## src/rtl/canny_frame_ctrl.sv

```systemverilog
// Frame sequencer for the Canny back end: pixel coordinates, border flag,
// frame-aligned threshold updates and sticky geometry error flags.
module canny_frame_ctrl #(
  parameter int unsigned IMG_WIDTH   = 640,
  parameter int unsigned IMG_HEIGHT  = 480,
  parameter int unsigned COL_W       = 10,
  parameter int unsigned ROW_W       = 10,
  parameter int unsigned TH_WIDTH    = 10,
  parameter int unsigned TH_HIGH_DEF = 100,
  parameter int unsigned TH_LOW_DEF  = 40
) (
  input  logic                clk,
  input  logic                rst_s,
  input  logic                in_vsync,
  input  logic                in_href,
  input  logic                in_clken,
  input  logic                cfg_req,
  input  logic [TH_WIDTH-1:0] cfg_high_th,
  input  logic [TH_WIDTH-1:0] cfg_low_th,
  output logic                cfg_ready,
  output logic                cfg_ack,
  output logic                cfg_nack,
  output logic [TH_WIDTH-1:0] th_high,
  output logic [TH_WIDTH-1:0] th_low,
  output logic                out_vsync,
  output logic                out_href,
  output logic                out_clken,
  output logic [COL_W-1:0]    out_col,
  output logic [ROW_W-1:0]    out_row,
  output logic                out_border,
  output logic                frame_done,
  output logic                err_line_len,
  output logic                err_frame_len,
  input  logic                err_clr,
  output logic [1:0]          state
);

  localparam logic [COL_W-1:0]    ColMax    = COL_W'(IMG_WIDTH);
  localparam logic [COL_W-1:0]    ColLast   = COL_W'(IMG_WIDTH - 1);
  localparam logic [ROW_W-1:0]    RowMax    = ROW_W'(IMG_HEIGHT);
  localparam logic [ROW_W-1:0]    RowLast   = ROW_W'(IMG_HEIGHT - 1);
  localparam logic [TH_WIDTH-1:0] ThHighDef = TH_WIDTH'(TH_HIGH_DEF);
  localparam logic [TH_WIDTH-1:0] ThLowDef  = TH_WIDTH'(TH_LOW_DEF);

  typedef enum logic [1:0] {
    StIdle     = 2'd0,
    StWaitLine = 2'd1,
    StLine     = 2'd2
  } state_e;

  state_e state_q, state_d;

  logic                vsync_q, href_q, clken_q, sync_ok_q;
  logic [COL_W-1:0]    col_q, col_d, out_col_q, out_col_d, pix_col;
  logic [ROW_W-1:0]    row_q, row_d, out_row_q, out_row_d;
  logic                border_q, border_d;
  logic                pending_q, pending_d;
  logic [TH_WIDTH-1:0] sh_high_q, sh_high_d, sh_low_q, sh_low_d;
  logic [TH_WIDTH-1:0] th_high_q, th_high_d, th_low_q, th_low_d;
  logic                ack_q, ack_d, nack_q, nack_d, done_q, done_d;
  logic                err_line_q, err_line_d, err_frame_q, err_frame_d;
  logic                line_set, frame_set, pix;
  logic                vs_rise, vs_fall, hr_rise, hr_fall;

  // sync_ok_q blocks a false vsync rise when reset releases mid-frame.
  assign vs_rise = in_vsync & ~vsync_q & sync_ok_q;
  assign vs_fall = ~in_vsync & vsync_q;
  assign hr_rise = in_href & ~href_q;
  assign hr_fall = ~in_href & href_q;

  always_comb begin
    state_d     = state_q;
    col_d       = col_q;
    row_d       = row_q;
    out_col_d   = out_col_q;
    out_row_d   = out_row_q;
    border_d    = border_q;
    pending_d   = pending_q;
    sh_high_d   = sh_high_q;
    sh_low_d    = sh_low_q;
    th_high_d   = th_high_q;
    th_low_d    = th_low_q;
    ack_d       = 1'b0;
    nack_d      = 1'b0;
    done_d      = 1'b0;
    line_set    = 1'b0;
    frame_set   = 1'b0;
    pix         = 1'b0;
    pix_col     = col_q;

    unique case (state_q)
      StIdle: begin
        if (vs_rise) begin
          state_d = StWaitLine;
          col_d   = '0;
          row_d   = '0;
          if (pending_q) begin
            th_high_d = sh_high_q;
            th_low_d  = sh_low_q;
            ack_d     = 1'b1;
            pending_d = 1'b0;
          end
        end
      end
      StWaitLine: begin
        if (vs_fall) begin
          state_d   = StIdle;
          done_d    = 1'b1;
          frame_set = (row_q != RowMax);
        end else if (hr_rise) begin
          state_d = StLine;
          col_d   = '0;
          if (in_clken) begin
            pix     = 1'b1;
            pix_col = '0;
            col_d   = COL_W'(1);
          end
        end
      end
      StLine: begin
        if (vs_fall) begin
          state_d   = StIdle;
          line_set  = 1'b1;
          frame_set = 1'b1;
          done_d    = 1'b1;
        end else if (hr_fall) begin
          state_d  = StWaitLine;
          line_set = (col_q != ColMax);
          if (row_q != RowMax) row_d = row_q + ROW_W'(1);
        end else if (in_clken) begin
          pix = 1'b1;
          if (col_q != ColMax) col_d = col_q + COL_W'(1);
        end
      end
      default: state_d = StIdle;
    endcase

    if (pix) begin
      out_col_d = pix_col;
      out_row_d = row_q;
      border_d  = (pix_col == '0) || (pix_col >= ColLast) ||
                  (row_q == '0) || (row_q >= RowLast);
    end

    // Acceptance needs pending_q low, so it never collides with the apply above.
    if (cfg_req && !pending_q) begin
      if (cfg_low_th <= cfg_high_th) begin
        sh_high_d = cfg_high_th;
        sh_low_d  = cfg_low_th;
        pending_d = 1'b1;
      end else begin
        nack_d = 1'b1;
      end
    end

    err_line_d  = line_set | (err_line_q & ~err_clr);
    err_frame_d = frame_set | (err_frame_q & ~err_clr);
  end

  always_ff @(posedge clk or negedge rst_s) begin
    if (!rst_s) begin
      state_q     <= StIdle;
      vsync_q     <= 1'b0;
      href_q      <= 1'b0;
      clken_q     <= 1'b0;
      sync_ok_q   <= 1'b0;
      col_q       <= '0;
      row_q       <= '0;
      out_col_q   <= '0;
      out_row_q   <= '0;
      border_q    <= 1'b0;
      pending_q   <= 1'b0;
      sh_high_q   <= ThHighDef;
      sh_low_q    <= ThLowDef;
      th_high_q   <= ThHighDef;
      th_low_q    <= ThLowDef;
      ack_q       <= 1'b0;
      nack_q      <= 1'b0;
      done_q      <= 1'b0;
      err_line_q  <= 1'b0;
      err_frame_q <= 1'b0;
    end else begin
      state_q     <= state_d;
      vsync_q     <= in_vsync;
      href_q      <= in_href;
      clken_q     <= in_clken;
      sync_ok_q   <= sync_ok_q | ~in_vsync;
      col_q       <= col_d;
      row_q       <= row_d;
      out_col_q   <= out_col_d;
      out_row_q   <= out_row_d;
      border_q    <= border_d;
      pending_q   <= pending_d;
      sh_high_q   <= sh_high_d;
      sh_low_q    <= sh_low_d;
      th_high_q   <= th_high_d;
      th_low_q    <= th_low_d;
      ack_q       <= ack_d;
      nack_q      <= nack_d;
      done_q      <= done_d;
      err_line_q  <= err_line_d;
      err_frame_q <= err_frame_d;
    end
  end

  assign cfg_ready     = ~pending_q;
  assign cfg_ack       = ack_q;
  assign cfg_nack      = nack_q;
  assign th_high       = th_high_q;
  assign th_low        = th_low_q;
  assign out_vsync     = vsync_q;
  assign out_href      = href_q;
  assign out_clken     = clken_q;
  assign out_col       = out_col_q;
  assign out_row       = out_row_q;
  assign out_border    = border_q;
  assign frame_done    = done_q;
  assign err_line_len  = err_line_q;
  assign err_frame_len = err_frame_q;
  assign state         = state_q;

endmodule

```

## config.mk

```make
export PLATFORM = sky130hd
export DESIGN_NAME = canny_frame_ctrl
export DESIGN_NICKNAME = d
export VERILOG_FILES = /design/src/rtl/canny_frame_ctrl.sv
export SDC_FILE = /design/constraint.sdc
export NUM_CORES = 1
export LEC_CHECK = 0
export BUFFER_PORTS_ARGS = -buffer_cell sky130_fd_sc_hd__buf_4
export CELL_PAD_IN_SITES_DETAIL_PLACEMENT = 0
export CELL_PAD_IN_SITES_GLOBAL_PLACEMENT = 2
export CORE_AREA = 2 2 115 117
export DETAILED_ROUTE_END_ITERATION = 12
export DIE_AREA = 0 0 117 119
export PLACE_DENSITY_LB_ADDON = 0.15
export RECOVER_POWER = 100
export SLEW_MARGIN = 10
export SYNTH_ARGS = -nofsm -noshare
export SYNTH_HDL_FRONTEND = slang
export SYNTH_SLANG_ARGS = --single-unit
```

## constraint.sdc

```tcl
create_clock -name clk -period 2.3 [get_ports clk]
set_input_delay 0.23 -clock clk [delete_from_list [all_inputs] [get_ports clk]]
set_output_delay 0.23 -clock clk [all_outputs]
set_load 0.05 [all_outputs]
```

Yosys cells after proc, flatten, opt, wreduce, memory -nomap -nowiden
Cells that the tools add are included.
Widths: inputs -> output; s select.
- bits in registers: 93
- bits in latches: 0
- bits in writable memories: 0
- bits in read-only memories: 0
- output and inout port bits: 52
- word-level logic and storage cells: 117
- memories: 0
- $add $sub $neg: 2
- $mul: 0
- divide/modulo/power cells: 0
- magnitude comparators: 3
- equality and inequality tests: 15
- shifts and indexed selects: 0
- mux-type cells: 45
- bitwise logic cells: 16
- reduce and logical (&&, ||, !) cells: 16
- operators by type and width (kind ; count):
    $mux 10 ; 14
    $pmux 10 s3 ; 1
    $mux 1 ; 21
    $add 10x1->10 const B ; 2
    $logic_not 10->1 ; 2
    $pmux 10 s2 ; 1
    $ne 2x2->1 const B ; 9
    $ge 10x10->1 const B ; 1
    $ge 10x9->1 const B ; 1
    $le 10x10->1 ; 1
    $mux 2 ; 5
    $ne 10x10->1 const B ; 1
    $ne 10x9->1 const B ; 1
    $reduce_and 8->1 ; 1
    $and 1x1->1 ; 7
    $ne 3x3->1 const B ; 2
    $not 1->1 ; 6
    $pmux 2 s3 ; 1
    $reduce_and 3->1 ; 2
    $reduce_and 5->1 ; 1
    $pmux 1 s2 ; 2
    $logic_or 1x1->1 ; 3
    $or 1x1->1 ; 3
    $reduce_bool 3->1 ; 1
    8 further kinds ; 8

Depth between registers and ports, before layout
- depth in word-level cells: 9
- gate-level depth with buffers: 8
- depth with buffers taken out: 7

Least setup slack after synthesis
No wires, ideal clock.
- kind: register to register
- start point: reg state_q[0], in the netlist state[0]
- end point: reg out_row_q[5], in the netlist out_row[5]
- arrival: 2.316 ns
- setup slack: -0.141 ns
- stages on the path, launching flop included: 8
- period minus slack after synthesis: 2.441 ns
- cells stage by stage: dfrtp_1 inv_1 ha_1 clkbuf_1 and4_1 o21ai_1 buf_2 mux2_2
- longest elaborated chain between the ends: 2
- elaborated cells on any way between the ends: 3
- those cells by class: eq/ne (2); mux (1)
- RTL lines (what ; RTL line ; source):
    start: declaration ; 51 ; state_e state_q, state_d;
    start signal: assignment ; 162 ; state_q <= StIdle;
    start signal: assignment ; 183 ; state_q <= state_d;
    $eq 2x2->1 or $eq 2x1->1 (tied branches) ; 91 ; unique case (state_q)
    $pmux 1 s2 (*) ; 91 ;
    end signal: assignment ; 191 ; out_row_q <= out_row_d;
    end: declaration ; 55 ; logic [ROW_W-1:0] row_q, row_d, out_row_q, out_row_d;
Every way passes the cells marked *; elsewhere a longest branch is shown, timed or not.
A chain may end at the register's enable or synchronous reset.

Final worst setup path
- start point: reg state_q[0], in the netlist state[0]
- end point: reg border_q, in the netlist out_border
- longest elaborated chain between the ends: 6
- elaborated cells on any way between the ends: 9
- those cells by class: order compare (1); eq/ne (2); mux (2); reduce/logical (4)
- RTL lines (what ; RTL line ; source):
    $eq 2x1->1 ; 91 ;
    $mux 10 ; 91 ;
    $ge 10x10->1 or $logic_not 10->1 (tied branches) ; 141 ; border_d = (pix_col == '0) || (pix_col >= ColLast) ||
    $logic_or 1x1->1 (2 in a row) ; 141 ;
    $logic_or 1x1->1 ; 142 ; (row_q == '0) || (row_q >= RowLast);
    end signal: assignment ; 192 ; border_q <= border_d;
    end: declaration ; 56 ; logic border_q, border_d;
Several ways; a longest one is shown, not always the timed one.

==> impl_metrics.py <==
metrics = {
    "logic_synthesis": {
        "synth_adder_area_share": 0.0506,
        "yosysSeqAreaShare": 0.526,
        "synth.distinct_cells": 47,
        "ys_warn_count": 0,
        "synth_cells": 400,
        "syn_area_per_cell_um2": 11.1,
        "synth.area.mux_share": 0.126,
        "yosys.area_share.simple": 0.135,
        "synth-edff-count": 0,
        "syn_area_um2": 4450,
        "ys.flop_type": "dfrtp_1",
        "synth.net_count": 445,
        "synth_compound_area_frac": 0.124,
        "ys_ff_latch": 93,
        "synth_xor_area_frac": 0,
        "postSynth.asyncResetShare": 1.00,
        "synth_top_family_by_area": "simple AND/OR/NAND/NOR gates",
    },
    "critical_path": {
        "worstPathArrival_ns": 2.37,
        "critPathLaunch": "state[0]",
        "critical_path_required_ns": 2.53,
        "crit_fanout": 26,
        "crit_path_start_kind": "flop",
        "end_kind": "flop",
        "reg2regPathDepth": 7,
        "r2r_slack_ns": 0.16,
        "timing.rr.start": "state[0]",
        "r2r_end": "out_border",
        "timing.setup.critical_path_class": "flop to flop",
    },
    "run": {
        "cap_violations": 0,
    },
    "timing": {
        "fmax_mhz": 468,
        "slew-limit-headroom": 0.264,
        "fin_ws_ns": 0.162,
        "slew_violations": 0,
        "rsz0062_at_grt": "no",
        "fin_setup_tns_ns": 0,
        "fin_worst_skew_ns": 0.00926,
        "setup_violations": 0,
        "fin_crit_ns": 2.14,
        "hold_slack_ns": 0.0924,
        "worst_pin_slew_ns": 1.10,
        "period_share": 0.930,
        "hold_viol_final": 0,
    },
    "grt": {
        "first_global_vias": 3234,
        "grt_usage": 0.160,
        "grt_pass1_wl_um": 17300,
        "grt_start_max_net_pins": 53,
        "antenna_found_initial": 0,
        "overflow": 0,
    },
    "clock_tree": {
        "ctsHtreeMaxLevel": 3,
        "clk_pin_slew_ns": 0.07,
        "cts_tree": "done",
        "numCtsBuffers": 9,
        "clk_latency_ns": 0.34,
        "postCtsSetupBuffers": 0,
        "clock-root-buffer": "clkbuf_16",
        "cts_buffer_depth": 2,
        "cts_sinks": 93,
    },
    "finish": {
        "multi_input_area_um2": 1920,
        "fill_cells": 1339,
        "area_delta_synth_final_pct": 22.7,
        "final_cell_area_um2": 5460,
        "antennaDiodeCount": 0,
        "seqCellArea_um2": 2340,
        "final_core_util": 0.424,
        "layout_commonest_cell": "dfrtp_1",
        "fin_nets": 546,
        "final_layout_size_suffix_gt1_frac": 0.257,
        "instances_no_fill": 682,
        "layout_common_cells": "82 x dfrtp_1, 59 x clkbuf_1, 48 x mux2_2",
    },
    "die": {
        "floorplan.rows": 42,
        "start_util": 0.345,
        "io_pins": 79,
        "die_area_um2": 13900,
        "core_um2": 12900,
        "dieHeight_um": 119,
        "die_w_um": 117,
    },
    "routing": {
        "drtIter0Drc": 150,
        "drc_errors": 0,
        "via_per_inst": 4.86,
        "vias": 3316,
        "wl_per_cell_um": 15.6,
        "firstDrtPassIters": 4,
        "drt-total-wl_um": 10700,
        "drtAntennaViolNets": 0,
    },
    "place": {
        "dp_slack_ns": 0.0928,
        "portBuffers": 78,
        "dp_cells": 664,
        "dp_hpwl_um": 7800,
        "place_area_um2": 5400,
        "gp_congestion": 0.776,
    },
    "run_status": {
        "status": "finished clean",
    },
    "pwr": {
        "p_per_area_nw_per_um2": 1230,
        "finalPower_mw": 6.69,
        "ir_drop_mv": 0.402,
        "p_leak_nw": 2.40,
    },
    "worst_hold_path": {
        "whs_path_depth": 2,
        "hold_class": "primary input to flop",
        "min_delay_worst_endpoint": "err_line_len",
        "hp-start": "err_clr",
    },
}
critical path: stages (launching register included):
cell and delay, ns:
dfrtp_2 0.40, inv_1 0.09, ha_1 0.22, clkbuf_1 0.40, and4_1 0.27, o21ai_0 0.10, buf_4 0.23, o31a_1 0.32
kinds of logic (layout without fill, tap and decap cells):
group | count (synthesis) | in the layout
mux | 50 | 50
fa+ha+maj | 18 | 18
simple gates | 113 | 113
compound gates | 84 | 84
buf+inv | 42 | 148
flops | 93 | 93
per-layer routing:
layer	GRT usage	wire length (µm)	up-vias
met5	0	0	-
met4	0.0559	172	0
li1	-	-	1639
met1	0.227	5180	1608
met2	0.245	4960	55
met3	0.0285	351	14
area by class of cell:
type | count | share of cell area
Sequential cell | 93 | 0.429
Clock inverter | 5 | 0.00780
Inverter | 25 | 0.0172
Timing Repair Buffer | 107 | 0.109
Clock buffer | 11 | 0.0445
Tap cell | 176 | 0.0404
Multi-Input combinational cell | 265 | 0.352
registers in the layout, indices dropped and copies added (netlist names), 2 cells and up:
signal,flops
th_high,10
out_row,10
row_q,10
state,2
sh_low_q,10
sh_high_q,10
col_q,10
out_col,10
th_low,10
power by group:
group	internal (mW)	switching, mW
clock network	0.779	0.662
registers	2.20	0.260
logic	0.808	1.98
total	3.79	2.90
what timing repair did:
action	CTS	global route
hold buffers	2	0
gates resized for setup	0	1
hold endpoints to repair	38	0
setup endpoints to repair	0	6
Yosys cell counts, types with 6 or more instances:
cell type | instances | share of area
nor2b_1 | 6 | 0.0084
ha_1 | 18 | 0.051
or3_1 | 9 | 0.013
a21oi_1 | 17 | 0.019
nor2_1 | 10 | 0.0084
buf_2 | 7 | 0.0079
mux2_2 | 48 | 0.12
o21ai_0 | 29 | 0.033
dfstp_2 | 10 | 0.059
clkbuf_1 | 7 | 0.0059
dfrtp_1 | 83 | 0.47
o31ai_1 | 12 | 0.020
nand3_1 | 15 | 0.017
inv_1 | 25 | 0.021
nand2_1 | 42 | 0.035
worst max path at each step:
stage | to | slack (ns) | depth (start not counted)
2_1_floorplan | out_row[5] | 0.004 | 6
3_3_place_gp | col_q[3] | 0.17 | 6
3_5_place_dp | col_q[5] | 0.09 | 6
4_1_cts | col_q[5] | 0.07 | 6
5_1_grt | col_q[5] | 0.03 | 6
6_report | out_border | 0.16 | 7
Note: power is estimated with default switching activity, not from simulation.
